<file path="src/rtl/issue_pkg.sv">
// Shared types and constants for the issue_select scheduler.
package issue_pkg;

  localparam int PDST_W_DEF = 7;

  typedef enum logic [1:0] {
    IDLE = 2'b00,
    BUSY = 2'b01,
    DONE = 2'b10
  } div_state_e;

  function automatic int slot_idx_w(input int n);
    return (n > 1) ? $clog2(n) : 1;
  endfunction

endpackage

</file>
<file path="src/rtl/issue_pick.sv">
// Find-first-set over N request bits, starting the search at a rotate base.
module issue_pick #(
  parameter int N  = 8,
  parameter int IW = 3
) (
  input  logic [N-1:0]  req_i,
  input  logic [IW-1:0] base_i,
  output logic          found_o,
  output logic [N-1:0]  onehot_o,
  output logic [IW-1:0] idx_o
);

  localparam int PW = IW + 1;

  logic [PW-1:0] pos_s;

  always_comb begin
    found_o  = 1'b0;
    onehot_o = '0;
    idx_o    = '0;
    pos_s    = '0;
    for (int off = 0; off < N; off++) begin
      pos_s = {1'b0, base_i} + PW'(off);
      if (pos_s >= PW'(N)) begin
        pos_s = pos_s - PW'(N);
      end else begin
        pos_s = pos_s;
      end
      if (!found_o && req_i[pos_s[IW-1:0]]) begin
        found_o                  = 1'b1;
        onehot_o[pos_s[IW-1:0]]  = 1'b1;
        idx_o                    = pos_s[IW-1:0];
      end else begin
        found_o = found_o;
      end
    end
  end

endmodule

</file>
<file path="src/rtl/issue_select.sv">
// Two-port issue scheduler: pipelined ALU on port 0, unpipelined divider on port 1.
// Optional ISSUE_SELECT_RR_EN switches port 0 from age priority to round-robin.
module issue_select
  import issue_pkg::*;
#(
  parameter int NUM_SLOTS = 8,
  parameter int DIV_LAT   = 8,
  parameter int PDST_W    = PDST_W_DEF
) (
  input  logic                        clk,
  input  logic                        reset,
  input  logic                        io_kill,
  input  logic [NUM_SLOTS-1:0]        io_slot_request,
  input  logic [NUM_SLOTS-1:0]        io_slot_is_div,
  input  logic [NUM_SLOTS*PDST_W-1:0] io_slot_pdst,
  output logic [NUM_SLOTS-1:0]        io_slot_grant,
  output logic                        io_port0_valid,
  output logic [slot_idx_w(NUM_SLOTS)-1:0] io_port0_idx,
  output logic                        io_port1_valid,
  output logic [slot_idx_w(NUM_SLOTS)-1:0] io_port1_idx,
  output logic                        io_div_busy,
  output logic                        io_wakeup_ports_0_valid,
  output logic [PDST_W-1:0]           io_wakeup_ports_0_bits_pdst,
  output logic                        io_wakeup_ports_1_valid,
  output logic [PDST_W-1:0]           io_wakeup_ports_1_bits_pdst
);

  localparam int IW = slot_idx_w(NUM_SLOTS);
  localparam int CW = $clog2(DIV_LAT + 1);

  logic [NUM_SLOTS-1:0] alu_req_s, div_req_s, alu_oh_s, div_oh_s;
  logic                 alu_found_s, div_found_s, alu_gnt_s, div_gnt_s;
  logic [IW-1:0]        alu_idx_s, div_idx_s, base_s;

  logic                 p0_valid_q, p1_valid_q;
  logic [IW-1:0]        p0_idx_q, p1_idx_q;
  logic [PDST_W-1:0]    wk0_pdst_q, div_pdst_q;
  div_state_e           state_q;
  logic [CW-1:0]        cnt_q;

  // Divider requests are only eligible when the FSM can accept a new op.
  always_comb begin
    alu_req_s = io_slot_request & ~io_slot_is_div;
    if (state_q != BUSY) begin
      div_req_s = io_slot_request & io_slot_is_div;
    end else begin
      div_req_s = '0;
    end
  end

`ifdef ISSUE_SELECT_RR_EN
  logic [IW-1:0] rr_q;

  // Round-robin pointer: one past the last port 0 winner; holds otherwise.
  always_ff @(posedge clk or posedge reset) begin
    if (reset) begin
      rr_q <= '0;
    end else if (alu_gnt_s) begin
      rr_q <= (alu_idx_s == IW'(NUM_SLOTS - 1)) ? '0 : alu_idx_s + IW'(1);
    end
  end

  assign base_s = rr_q;
`else
  assign base_s = '0;
`endif

  issue_pick #(.N(NUM_SLOTS), .IW(IW)) u_pick_alu (
    .req_i(alu_req_s), .base_i(base_s),
    .found_o(alu_found_s), .onehot_o(alu_oh_s), .idx_o(alu_idx_s)
  );

  issue_pick #(.N(NUM_SLOTS), .IW(IW)) u_pick_div (
    .req_i(div_req_s), .base_i('0),
    .found_o(div_found_s), .onehot_o(div_oh_s), .idx_o(div_idx_s)
  );

  assign alu_gnt_s     = alu_found_s & ~io_kill;
  assign div_gnt_s     = div_found_s & ~io_kill;
  assign io_slot_grant = io_kill ? '0 : (alu_oh_s | div_oh_s);

  // Issue registers, ALU wakeup capture, and the divider sequencer.
  always_ff @(posedge clk or posedge reset) begin
    if (reset) begin
      p0_valid_q <= 1'b0;
      p0_idx_q   <= '0;
      p1_valid_q <= 1'b0;
      p1_idx_q   <= '0;
      wk0_pdst_q <= '0;
      div_pdst_q <= '0;
      cnt_q      <= '0;
      state_q    <= IDLE;
    end else begin
      p0_valid_q <= alu_gnt_s;
      p0_idx_q   <= alu_idx_s;
      p1_valid_q <= div_gnt_s;
      p1_idx_q   <= div_idx_s;
      if (alu_gnt_s) begin
        wk0_pdst_q <= io_slot_pdst[alu_idx_s*PDST_W +: PDST_W];
      end
      if (io_kill) begin
        state_q <= IDLE;
      end else begin
        case (state_q)
          IDLE, DONE: begin
            if (div_gnt_s) begin
              cnt_q      <= CW'(DIV_LAT - 1);
              div_pdst_q <= io_slot_pdst[div_idx_s*PDST_W +: PDST_W];
              state_q    <= BUSY;
            end else begin
              state_q <= IDLE;
            end
          end
          BUSY: begin
            if (cnt_q == CW'(1)) begin
              state_q <= DONE;
            end else begin
              cnt_q <= cnt_q - CW'(1);
            end
          end
          default: state_q <= IDLE;
        endcase
      end
    end
  end

  assign io_port0_valid              = p0_valid_q;
  assign io_port0_idx                = p0_idx_q;
  assign io_port1_valid              = p1_valid_q;
  assign io_port1_idx                = p1_idx_q;
  assign io_div_busy                 = (state_q == BUSY);
  assign io_wakeup_ports_0_valid     = p0_valid_q;
  assign io_wakeup_ports_0_bits_pdst = wk0_pdst_q;
  assign io_wakeup_ports_1_valid     = (state_q == DONE);
  assign io_wakeup_ports_1_bits_pdst = div_pdst_q;

endmodule

</file>
<file path="config.mk">
export PLATFORM = sky130hd
export DESIGN_NAME = issue_select
export DESIGN_NICKNAME = d
export VERILOG_FILES = /design/src/rtl/issue_pkg.sv /design/src/rtl/issue_pick.sv /design/src/rtl/issue_select.sv
export SDC_FILE = /design/constraint.sdc
export NUM_CORES = 1
export LEC_CHECK = 0
export ABC_AREA = 1
export CORE_ASPECT_RATIO = 1.75
export CORE_MARGIN = 2
export CORE_UTILIZATION = 25
export DETAILED_ROUTE_END_ITERATION = 10
export DONT_BUFFER_PORTS = 1
export GPL_ROUTABILITY_DRIVEN = 0
export GPL_TIMING_DRIVEN = 1
export MAX_ROUTING_LAYER = met4
export PLACE_DENSITY = 0.4
export SLEW_MARGIN = 10
export SYNTH_ARGS = -nofsm -noshare
export SYNTH_HDL_FRONTEND = slang
export SYNTH_SLANG_ARGS = --single-unit
</file>
<file path="constraint.sdc">
create_clock -name clk -period 1.9 [get_ports clk]
set_clock_uncertainty 0.1 [all_clocks]
set_input_delay 0.285 -clock clk [delete_from_list [all_inputs] [get_ports clk]]
set_output_delay 0.285 -clock clk [all_outputs]
set_load 0.02 [all_outputs]
</file>
==> results of run 1 <==
-- cells in the final DEF (no fill, tap or decap), types with 7 or more instances in the layout --
master   count
nand3_2     30
buf_12       8
buf_6       13
nand3_1    138
nand2_1    103
nor2_1      14
dfrtp_1     27
inv_1       89
buf_4       64
inv_2        7
nor2_2       9
-- worst max-delay path: cells and delay by family, from the launching register on --
kind                   cells  cell delay [ps]
buffers and inverters      3              410
AND/OR/NAND/NOR            5              640
AO/OA/AOI/OAI              1              140
flip-flops                 1              390
-- state kept, by name, indices dropped and copies added (netlist names) --
register and cells:
cnt_q 4, io_port0_idx 3, io_port0_valid 1, io_port1_idx 3, io_port1_valid 1, io_wakeup_ports_0_bits_pdst 7, io_wakeup_ports_1_bits_pdst 7, state_q 2
-- where the power goes --
group,switching [mW],internal (mW),leakage [nW]
combinational,1.35,1.02,1.86
sequential,0.325,0.774,0.341
clock,0.192,0.279,0.0370
-- layout make-up --
| cell class | instances | area [sq um] | share of cell area |
|---|---|---|---|
| repair buffers | 91 | 880 | 0.215 |
| multi-input cells | 335 | 1910 | 0.466 |
| inverters | 97 | 367 | 0.0894 |
| clock buffers | 3 | 75.1 | 0.0183 |
| well taps | 132 | 165 | 0.0403 |
| flip-flops and latches | 28 | 702 | 0.171 |
-- path summary, 6_finish.rpt --
kind                                   startpoint                                    endpoint  slack [ps]  cells past startpoint
max in group asynchronous                   reset                      state_q[0]$_DFFE_PP0P_         960                      3
min in group asynchronous                   reset                   io_port0_idx[1]$_DFF_PP0_         440                      3
min reg2reg                  cnt_q[2]$_DFFE_PP0P_                        cnt_q[2]$_DFFE_PP0P_         390                      2
max                        state_q[1]$_DFFE_PP0P_                            io_slot_grant[7]        -330                      9
max reg2reg                state_q[1]$_DFFE_PP0P_  io_wakeup_ports_1_bits_pdst[6]$_DFFE_PP0P_        -290                     15
min                                       io_kill                    io_port0_valid$_DFF_PP0_         160                      2
-- kinds of logic (layout without fill, tap and decap cells) --
family | count (synthesis) | count (layout)
flip-flops | 28 | 28
adder cells (fa/ha/maj) | 2 | 2
buffers and inverters | 122 | 191
AO/OA/AOI/OAI | 18 | 18
AND/OR/NAND/NOR | 315 | 315
-- routing by layer --
metal	vias to the layer above	track usage
li1	1682	-
met1	1597	0.207
met2	141	0.391
met4	0	0.0705
met3	24	0.0224
met5	-	-
-- repair_timing --
| action | CTS | global route |
|---|---|---|
| endpoints found under the setup margin | 19 | 28 |
| pin swaps | 13 | 13 |
| cloned | 1 | 1 |
| buffers inserted | 9 | 14 |
| endpoints found under the hold margin | 29 | 0 |
| gates resized for setup | 37 | 66 |
| hold buffers | 2 | 0 |
==> results.ini, run 1 <==
[run_status]
status=finished with violations
violations=setup timing

[die]
die_height_um=144
dieArea_sq_mm=0.0121
start_util=0.253
rows=51
io_pins=108
fp.coreArea_sq_mm=0.0110
die_w_um=84.0

[logic_synthesis]
yosys_warnings=0
yosysSeqAreaShare=0.250
synth_cells=485
synth_top_area_cell=nand3_1
synthXorXnorAreaFrac=0
avgSynthCellArea_sq_um=5.77
synth_area_leaders=nand3_1, dfrtp_1, nand2_1, inv_1, nor2_1
ys.flop_type=dfrtp_1
synthAdderAreaFrac=0.00894
synth_top_family_by_area=simple AND/OR/NAND/NOR gates
yosysUniqueCellTypes=25
synthMuxAreaShare=0
synth_common_cells=nand3_1, nand2_1, inv_1, dfrtp_1, nor2_1
synth_edf_count=0
synth-compound-area-share=0.0344
synthesis.nets=562
synth_top_cell_area_share=0.301
synth-async-reset-ratio=1.00
yosysMostFrequentCell=nand3_1
yosys.area_share.simple=0.521
ys_ff_latch=28
synth.cell_area_sq_mm=0.00280

[worst_setup_path]
crit_slowest_cell=dfrtp_1
cp.arrival_ps=1840
path_cells=inv_2 -> nand2_8 -> nand2_4 -> nand4_1 -> nor2_4 -> nand4_4 -> buf_12 -> a21oi_4 -> buf_6
slowest_delay_ps=390
critical_path_class=reg -> out
critPathRequiredTime_ps=1510
crit_fanout=7
end_kind=primary output
start_kind=flip-flop

[drt]
routed-wl-met2_um=6890
wl_per_cell_um=17.9
drt-met1-wl_um=4360
top_layer_used=met4
routed_via_density=5.02
drtIter0Drc=160
ant_nets=0
dr.pass1.iters=5
met3WireLength_um=557
drc=0
num_vias=3444
wirelength_um=12300

[timing]
holdWs_ps=161
slew_violations=0
max_freq_ghz=0.449
fin_crit_ps=2230
worst_slack_ps=-327
finalSetupViolCount=18
rsz0062_at_grt=true
post-route-period-util=1.17
fin_tns_setup_ps=-3510
finalHoldViolations=0
worst_slew_pin_slew_ps=384
slew_headroom=0.744

[final_layout]
finalInstanceArea_sq_mm=0.00410
area_growth_pct=46.5
num-nets-final=633
drive_gt1_frac=0.301
stdcell_count=686
final_util=0.371
fillCellCount=1247
antenna_cells=0

[clock_tree]
htreeDepth=1
clockBufferDepth=2
path_clk_slew_ps=70
cts.sinks=28
cts_tree=built
clk_latency_ps=260
clockRootBuffer=clkbuf_16
cts_buffers=3

[power]
finalPower_mw=3.94
ir_drop_mv=0.449
total_leakage_power_nw=2.24
powerDensity_mw_per_mm2=962

[placement]
port_buffers=0
placed_cells_incl_taps=657
place_area_sq_mm=0.00338
dpl.hpwl_um=9360
dpl_worst_slack_ps=-358

[grt]
antenna_found_initial=0
grt_max_degree=29
grt_pass1_wl_um=18500
grt_pass1_vias=3512
track_usage=0.201
grt_overflow=0

[worst_hold_path]
worstHoldPathType=in -> reg

[flow_run]
drv_cap=0

No activity file was read; power rests on OpenSTA's default activity.
==> inputs of run 2 (changes only) <==
- ABC_CLOCK_PERIOD_IN_PS: default -> 1900
- CTS_CLUSTER_SIZE: default -> 14
==> results of run 2 <==
The final DEF is identical to that of run 1; final timing and power are the same.
